`src/rtl/tlb_op_ctrl_pkg.sv`:
```
// Shared encodings and sizes for the TLB op controller.
// Imported by the controller and its INVTLB match helper.
package tlb_op_ctrl_pkg;

  localparam int T_IDX_WID  = 4;
  localparam int TLBNUM_DEF = 16;
  localparam int IDX_W_DEF  = T_IDX_WID;

  localparam logic [2:0] TLB_OP_SRCH = 3'd0;
  localparam logic [2:0] TLB_OP_RD   = 3'd1;
  localparam logic [2:0] TLB_OP_WR   = 3'd2;
  localparam logic [2:0] TLB_OP_FILL = 3'd3;
  localparam logic [2:0] TLB_OP_INV  = 3'd4;

  localparam logic [4:0] INV_ALL0      = 5'd0;
  localparam logic [4:0] INV_ALL1      = 5'd1;
  localparam logic [4:0] INV_G         = 5'd2;
  localparam logic [4:0] INV_NG        = 5'd3;
  localparam logic [4:0] INV_NG_ASID   = 5'd4;
  localparam logic [4:0] INV_NG_ASV    = 5'd5;
  localparam logic [4:0] INV_GA_VA     = 5'd6;
  localparam logic [4:0] INV_OP_MAX    = 5'd6;

  localparam logic [5:0] PS_4M = 6'd21;

  typedef enum logic [2:0] {
    S_IDLE,
    S_SRCH,
    S_RD,
    S_WR,
    S_INV,
    S_DONE
  } state_e;

endpackage

```
`src/rtl/tlb_op_ctrl_inv_match.sv`:
```
// Combinational INVTLB entry selector.
// Ignores the E bit; the caller qualifies with it.
module tlb_inv_match
  import tlb_op_ctrl_pkg::*;
(
  input  logic [4:0]  i_inv_op,
  input  logic [9:0]  i_inv_asid,
  input  logic [18:0] i_inv_vppn,
  input  logic        i_g,
  input  logic [5:0]  i_ps,
  input  logic [9:0]  i_asid,
  input  logic [18:0] i_vppn,
  output logic        o_match
);

  logic w_asid_m;
  logic w_va_m;

  assign w_asid_m = (i_asid == i_inv_asid);
  // 4MB pages only compare the bits above the page offset
  assign w_va_m = (i_ps == PS_4M)
    ? (i_vppn[18:9] == i_inv_vppn[18:9])
    : (i_vppn == i_inv_vppn);

  always_comb begin
    o_match = 1'b0;
    case (i_inv_op)
      INV_ALL0,
      INV_ALL1:    o_match = 1'b1;
      INV_G:       o_match = i_g;
      INV_NG:      o_match = ~i_g;
      INV_NG_ASID: o_match = ~i_g & w_asid_m;
      INV_NG_ASV:  o_match = ~i_g & w_asid_m & w_va_m;
      INV_GA_VA:   o_match = (i_g | w_asid_m) & w_va_m;
      default:     o_match = 1'b0;
    endcase
  end

endmodule

```
`src/rtl/tlb_op_ctrl.sv`:
```
// Sequencer for retired TLB instructions and s1 port arbiter.
// INVTLB walks every entry through the read port, one per cycle.
module tlb_op_ctrl
  import tlb_op_ctrl_pkg::*;
#(
  parameter int TLBNUM = TLBNUM_DEF,
  parameter int IDX_W  = IDX_W_DEF
) (
  input  logic             clk,
  input  logic             reset,
  input  logic             op_valid,
  input  logic [2:0]       op_code,
  input  logic [4:0]       inv_op,
  input  logic [9:0]       inv_asid,
  input  logic [18:0]      inv_vppn,
  output logic             op_ready,
  output logic             op_done,
  output logic             op_bad,
  output logic             refetch_req,
  input  logic [IDX_W-1:0] csr_tlbidx_index,
  input  logic [9:0]       csr_asid,
  input  logic [18:0]      csr_ehi_vppn,
  input  logic             mem_s_req,
  input  logic [18:0]      mem_s_vppn,
  input  logic             mem_s_va12,
  input  logic [9:0]       mem_s_asid,
  output logic             mem_s_gnt,
  output logic [18:0]      s1_vppn,
  output logic             s1_va12,
  output logic [9:0]       s1_asid,
  input  logic             s1_found,
  input  logic [IDX_W-1:0] s1_index,
  output logic             tlbsrch_we,
  output logic             tlbsrch_hit,
  output logic [IDX_W-1:0] tlbsrch_hit_index,
  output logic             tlbrd_we,
  output logic [IDX_W-1:0] r_index,
  input  logic             r_e,
  input  logic             r_g,
  input  logic [5:0]       r_ps,
  input  logic [9:0]       r_asid,
  input  logic [18:0]      r_vppn,
  output logic             tlb_we,
  output logic [IDX_W-1:0] w_index,
  output logic             inv_clr_we,
  output logic [IDX_W-1:0] inv_clr_index
);

  localparam logic [IDX_W-1:0] LAST = IDX_W'(TLBNUM - 1);

  state_e           r_state;
  logic [4:0]       r_inv_op;
  logic [9:0]       r_inv_asid;
  logic [18:0]      r_inv_vppn;
  logic [IDX_W-1:0] r_w_idx;
  logic [IDX_W-1:0] r_fill_ctr;
  logic [IDX_W-1:0] r_walk;
  logic             r_bad;

  logic w_accept;
  logic w_srch;
  logic w_inv;
  logic w_match;

  assign w_accept = op_valid & (r_state == S_IDLE);
  assign w_srch   = (r_state == S_SRCH);
  assign w_inv    = (r_state == S_INV);

  always_ff @(posedge clk) begin
    if (reset) begin
      r_state    <= S_IDLE;
      r_inv_op   <= '0;
      r_inv_asid <= '0;
      r_inv_vppn <= '0;
      r_w_idx    <= '0;
      r_fill_ctr <= '0;
      r_walk     <= '0;
      r_bad      <= 1'b0;
    end else begin
      r_fill_ctr <= (r_fill_ctr == LAST) ? '0 : r_fill_ctr + 1'b1;
      case (r_state)
        S_IDLE: if (w_accept) begin
          r_inv_op   <= inv_op;
          r_inv_asid <= inv_asid;
          r_inv_vppn <= inv_vppn;
          r_w_idx    <= (op_code == TLB_OP_FILL)
                        ? r_fill_ctr : csr_tlbidx_index;
          case (op_code)
            TLB_OP_SRCH: r_state <= S_SRCH;
            TLB_OP_RD:   r_state <= S_RD;
            TLB_OP_WR,
            TLB_OP_FILL: r_state <= S_WR;
            TLB_OP_INV: begin
              if (inv_op <= INV_OP_MAX) begin
                r_state <= S_INV;
              end else begin
                r_state <= S_DONE;
                r_bad   <= 1'b1;
              end
            end
            default: begin
              r_state <= S_DONE;
              r_bad   <= 1'b1;
            end
          endcase
        end
        S_SRCH, S_RD, S_WR: r_state <= S_DONE;
        S_INV: begin
          if (r_walk == LAST) begin
            r_walk  <= '0;
            r_state <= S_DONE;
          end else begin
            r_walk <= r_walk + 1'b1;
          end
        end
        S_DONE: begin
          r_bad   <= 1'b0;
          r_state <= S_IDLE;
        end
        default: r_state <= S_IDLE;
      endcase
    end
  end

  tlb_inv_match u_match (
    .i_inv_op   (r_inv_op),
    .i_inv_asid (r_inv_asid),
    .i_inv_vppn (r_inv_vppn),
    .i_g        (r_g),
    .i_ps       (r_ps),
    .i_asid     (r_asid),
    .i_vppn     (r_vppn),
    .o_match    (w_match)
  );

  assign op_ready    = (r_state == S_IDLE);
  assign op_done     = (r_state == S_DONE);
  assign op_bad      = op_done & r_bad;
  assign refetch_req = op_done & ~r_bad;

  // TLBSRCH steals s1 from the data side for its single cycle
  assign mem_s_gnt = mem_s_req & ~w_srch;
  assign s1_vppn   = w_srch ? csr_ehi_vppn : mem_s_vppn;
  assign s1_va12   = w_srch ? 1'b0 : mem_s_va12;
  assign s1_asid   = w_srch ? csr_asid : mem_s_asid;

  assign tlbsrch_we        = w_srch;
  assign tlbsrch_hit       = w_srch & s1_found;
  assign tlbsrch_hit_index = w_srch ? s1_index : '0;

  assign tlbrd_we = (r_state == S_RD);
  assign r_index  = w_inv ? r_walk : csr_tlbidx_index;

  assign tlb_we  = (r_state == S_WR);
  assign w_index = tlb_we ? r_w_idx : '0;

  assign inv_clr_we    = w_inv & r_e & w_match;
  assign inv_clr_index = w_inv ? r_walk : '0;

endmodule

```
`config.mk`:
```
export PLATFORM = sky130hd
export DESIGN_NAME = tlb_op_ctrl
export DESIGN_NICKNAME = d
export VERILOG_FILES = /design/src/rtl/tlb_op_ctrl_pkg.sv /design/src/rtl/tlb_op_ctrl_inv_match.sv /design/src/rtl/tlb_op_ctrl.sv
export SDC_FILE = /design/constraint.sdc
export NUM_CORES = 1
export LEC_CHECK = 0
export ABC_CLOCK_PERIOD_IN_PS = 1800
export BUFFER_PORTS_ARGS = -buffer_cell sky130_fd_sc_hd__buf_4
export CAP_MARGIN = 20
export CORE_UTILIZATION = 42
export DETAILED_ROUTE_END_ITERATION = 7
export PLACE_DENSITY = 0.82
export SETUP_SLACK_MARGIN = 0.4
export SLEW_MARGIN = 10
export SYNTH_ARGS = -nofsm -noshare
export SYNTH_HDL_FRONTEND = slang
export SYNTH_SLANG_ARGS = --single-unit
```
`constraint.sdc`:
```
create_clock -name clk -period 1.8 [get_ports clk]
set_input_delay 0.18 -clock clk [delete_from_list [all_inputs] [get_ports clk]]
set_output_delay 0.18 -clock clk [all_outputs]
set_load 0.01 [all_outputs]
```
==> metrics.log, run 1 <==
INFO  metric status = aborted with a tool error
INFO  metric outcome.stop_stage = global routing
INFO  metric flow.first_error = [ERROR GRT-0232] Routing congestion too high. Check the congestion heatmap in the GUI.
INFO  metric synthAdderAreaFrac = 0.865%
INFO  metric synth.avg_cell_area = 8.48 um^2
INFO  metric dominant_cells_by_area_after_synthesis = dfxtp_1 35%, nand2_1 9.6%, mux2_1 8.6%, a21oi_1 6.9%, xor2_1 6.1%
INFO  metric compound_cell_area_share_of_the_yosys_netlist = 13.0%
INFO  metric synthXorXnorAreaFrac = 9.99%
INFO  metric clock_sink_count = 50
INFO  metric overflow = 512
INFO  metric cts-root-to-sink-buffers = 2
INFO  metric clock_tree.htree_level_count = 2
INFO  metric synth_area_leader_cell = dfxtp_1
INFO  metric place.port_buffers = 201
INFO  metric gp_routability_congestion = 0.870
INFO  metric cts_root_buf = clkbuf_8
INFO  metric grt_start_max_net_pins = 51
INFO  metric synth_commonest_cells = 74 x nand2_1, 50 x dfxtp_1, 40 x a21oi_1
INFO  metric timing.grt.repair.worst_endpoint = inv_clr_we
INFO  metric floorplan.die.width = 85.0 um
INFO  metric synth_top_family_by_area = simple AND/OR/NAND/NOR gates
INFO  metric synthMuxAreaShare = 12.3%
INFO  metric mappedNetlistArea = 2890 um^2
INFO  metric leading_register_cell_type_out_of_synthesis = dfxtp_1
INFO  metric synthDistinctLibCells = 44
INFO  metric synth_enable_flop_cells = 0
INFO  metric initial_core_util = 44.5%
INFO  metric cts_inserted_buffers = 5
INFO  metric yosys.area_share.simple = 25.2%
INFO  metric synthCells = 341
INFO  metric async_flop_share = 0%
INFO  metric die_span_in_y = 85.0 um
INFO  metric dp_hpwl = 8230 um
INFO  metric total_i_o_pin_count = 202
INFO  metric yosysWarningCount = 0
INFO  metric post-synth-top-count-cell = nand2_1
INFO  metric global_route.usage.total = 94.5%
INFO  metric synth.net_count = 489
INFO  metric postSynthRegisterBits = 50
INFO  metric synth_top_area_share = 34.6%
INFO  metric core.rowCount = 29
INFO  metric cts-hold-fix-buffers = 0
INFO  metric worst_endpoint_kind = output port
INFO  metric synth_sequential_area_ratio = 34.6%
-- layer usage --
metal / GRT usage (%) / GRT overflow
met1: 84.7 / 0
met2: 126 / 379
met3: 69.0 / 1
met4: 113 / 132
met5: 13.3 / 0
-- through the flow --
step | setup WS, ns | instance area, um^2 | utilization [%] | instances
3_3_place_gp | 0.120 | 4490 | 69.2 | 606
3_5_place_dp | 0.113 | 4490 | 69.2 | 606
2_1_floorplan | 0.303 | 2920 | - | 341
4_1_cts | -0.198 | 5830 | 89.8 | 650
-- cell families after synthesis --
group / after synthesis
adders and majority gates: 2
muxes: 32
xor gates and xnor gates: 33
buffers and inverters: 22
DFF: 50
and+or+nand+nor: 140
AOI/OAI and AO/OA: 62
-- repair_timing --
item | in CTS
pin swaps | 45
resized for setup | 194
cloned | 12
hold endpoints to repair | 0
buffers inserted | 24
endpoints found under the setup margin | 95
==> inputs of run 2 (changes only) <==
- CORE_UTILIZATION: 42 -> 30
- PLACE_DENSITY: 0.82 -> default
- PLACE_DENSITY_LB_ADDON: default -> 0.15
- SETUP_SLACK_MARGIN: 0.4 -> default
==> run 2 against run 1 <==
  * The flow now finishes, with violations (negative setup slack)
  * Area after synthesis is the same
  * Synthesized cell count is the same
==> metrics.log, run 2 <==
INFO  metric mostFrequentLayoutCells = 182 x buf_4, 73 x nand2_1, 43 x dfxtp_1
INFO  metric vdd_drop_max = 335 uV
INFO  metric async_flop_share = 0%
INFO  metric fin_crit_sh = 112%
INFO  metric critical_path.slowest_cell = or3b_4
INFO  metric num_antenna_cells = 0
INFO  metric global_route.usage.total = 20.7%
INFO  metric status = complete, but fails checks
INFO  metric setup_viols_final = 26
INFO  metric place.port_buffers = 201
INFO  metric yosysWarningCount = 0
INFO  metric max_stage_delay = 0.40 ns
INFO  metric hold_violations = 0
INFO  metric grt_start_max_net_pins = 51
INFO  metric postSynthRegisterBits = 50
INFO  metric drive_above_1_share = 50.9%
INFO  metric cp_data_arrival_time = 1.83 ns
INFO  metric final.min_clock_period = 2.01 ns
INFO  metric sw_frac_of_total = 29.7%
INFO  metric layout_commonest_cell = buf_4
INFO  metric sequentialPowerShare = 38.3%
INFO  metric initial_core_util = 31.2%
INFO  metric overflow = 0
INFO  metric post-synth-top-count-cell = nand2_1
INFO  metric tritoncts = built
INFO  metric total_i_o_pin_count = 202
INFO  metric synth_enable_flop_cells = 0
INFO  metric worstMarginPinSlew = 0.548 ns
INFO  metric area_growth = 74.7%
INFO  metric core.rowCount = 35
INFO  metric setup_ws = -0.212 ns
INFO  metric remaining_drc_errors = 0
INFO  metric cellPowerDensity = 651 nW/um^2
INFO  metric final_net_count = 697
INFO  metric min_path_type = primary input to register
INFO  metric gp_routability_congestion = 0.835
INFO  metric rsz0062_at_grt = yes
INFO  metric leakage_power_of_the_design = 0.00235 uW
INFO  metric antenna_found_initial = 0
INFO  metric finalCoreUtilization = 54.4%
INFO  metric synth_area_leader_cell = dfxtp_1
INFO  metric synth.net_count = 489
INFO  metric timing.fmax = 0.497 GHz
INFO  metric ant_nets = 0
INFO  metric dr.pass1.iters = 4
INFO  metric power.share.clock = 24.7%
INFO  metric failed_checks = negative setup slack
INFO  metric via_count = 3186
INFO  metric die_span_in_y = 100 um
INFO  metric totalWireLength = 10800 um
INFO  metric synth_sequential_area_ratio = 34.6%
INFO  metric avgRoutedWirePerCell = 16.0 um
INFO  metric largest_register_ff_count = 19
INFO  metric first_global_vias = 3202
INFO  metric report.final.slew_viol_count = 0
INFO  metric path_cells = or3b_4, nor3_2, nand3_1, nor4_2, o2bb2ai_1, buf_4
INFO  metric drt-initial-drc-count = 101
INFO  metric floorplan.die.width = 100 um
INFO  metric cp-end-kind = output pin
INFO  metric leading_register_cell_type_out_of_synthesis = dfxtp_1
INFO  metric avgViaCountPerCell = 4.69
INFO  metric fp.dieArea = 10000 um^2
INFO  metric register_containing_the_most_flip_flops_in_the_final_layout = r_inv_vppn
INFO  metric core_region = 9280 um^2
INFO  metric p_int = 2310 uW
INFO  metric timing.critical_path.fanout_max = 4
INFO  metric clock_tree.htree_level_count = 2
INFO  metric power.combinational.fraction = 36.9%
INFO  metric mappedNetlistArea = 2890 um^2
INFO  metric largest_registers = r_inv_vppn x19, r_inv_asid x10, r_inv_op x5
INFO  metric synth.avg_cell_area = 8.48 um^2
INFO  metric cts_root_buf = clkbuf_8
INFO  metric grt_first_pass_wirelength = 16000 um
INFO  metric worstSetupStartpointType = register
INFO  metric clock_sink_count = 50
INFO  metric crit_required = 1.62 ns
INFO  metric synthCells = 341
INFO  metric dp_hpwl = 7560 um
INFO  metric synth_commonest_cells = 74 x nand2_1, 50 x dfxtp_1, 40 x a21oi_1
INFO  metric dominant_cells_by_area_after_synthesis = dfxtp_1 35%, nand2_1 9.6%, mux2_1 8.6%, a21oi_1 6.9%, xor2_1 6.1%
INFO  metric fin_worst_skew = 0.00445 ns
INFO  metric maxSlewHeadroom = 63.5%
INFO  metric total_power = 3290 uW
INFO  metric switchingPower = 978 uW
INFO  metric maxCapViolCount = 0
INFO  metric insertion_delay = 0.31 ns
INFO  metric cts_inserted_buffers = 5
INFO  metric worst-setup-path-type = register to output pin
INFO  metric synthDistinctLibCells = 44
INFO  metric worst_setup_hold_path_clk_slew = 0.10 ns
INFO  metric cts-root-to-sink-buffers = 2
INFO  metric synth_top_area_share = 34.6%
## run 2: cell counts after synthesis
No cell type changed its count.
## run 2: routing by layer
layer / share of wire (%) / routed length (um) / global-route usage, %
met2: 49 / 5340 / 39.0
met4: 4.7 / 506 / 7.92
met1: 38 / 4130 / 22.2
met5: 0 / 0 / 0
met3: 7.9 / 856 / 4.94
## run 2: cell families (layout without fill, tap and decap cells)
logic type | count (synthesis) | after routing | share of synthesized area, %
adder cells (fa/ha/maj) | 2 | 2 | 0.865
flip-flops | 50 | 50 | 34.6
AND/OR/NAND/NOR | 140 | 140 | 25.2
multiplexers | 32 | 32 | 12.3
XOR/XNOR | 33 | 33 | 9.99
AO/OA/AOI/OAI | 62 | 62 | 13.0
buffers and inverters | 22 | 231 | 4.07
## run 2: path summary, 6_finish.rpt
kind	cells past startpoint	slack [ns]	endpoint	start
hold / removal	2	0.07	r_state[1]	op_code[2]
setup reg to reg	6	0.24	r_inv_asid[6]	r_state[2]
setup / recovery	6	-0.21	inv_clr_we	r_inv_op[2]
hold reg to reg	2	0.47	r_inv_asid[7]	r_inv_asid[7]
## run 2: power by group through the flow
stage / Clock [uW] / Combinational [uW] / Sequential [uW]
finish: 814 / 1220 / 1260
global route: 874 / 1310 / 1270
CTS: 841 / 1270 / 1260
detailed placement: 0 / 1000 / 1290
global placement: 0 / 993 / 1280
floorplan: 0 / 498 / 1270
## run 2: repair_timing
item                                    4_1_cts  5_1_grt
endpoints found under the setup margin       30       39
gates cloned                                  5        0
gates resized for setup                      76        9
pin swaps                                     6        3
setup buffers                                11        2
hold buffers                                  0        0
## run 2: cell type report
type / count / area, um^2
Clock buffer: 5 / 68.8
Clock inverter: 3 / 45.0
Inverter: 2 / 7.51
Multi-Input combinational cell: 269 / 1900
Timing Repair Buffer: 221 / 1850
Sequential cell: 50 / 1020
Tap cell: 129 / 161
Fill cell: 855 / 4230
## run 2: critical path, delay by kind of cell (launching register included)
| kind | cells | cell delay (ns) |
|---|---|---|
| AO/OA/AOI/OAI | 1 | 0.14 |
| buffers and inverters | 1 | 0.14 |
| flip-flops | 1 | 0.36 |
| AND/OR/NAND/NOR | 4 | 0.89 |
## run 2: through the flow
stage	instances	setup slack, ns	hold WS [ns]	setup TNS [ns]	area [um^2]
global route	679	-0.311	0.0835	-2.24	5050
finish	679	-0.212	0.0749	-0.934	5050
detailed placement	659	0.0471	0.417	0	4530
global placement	659	0.0718	0.404	0	4530
CTS	683	-0.244	0.0733	-2.98	5160
floorplan	341	0.266	0.259	0	2890
Power figures use the tool's default switching activity.
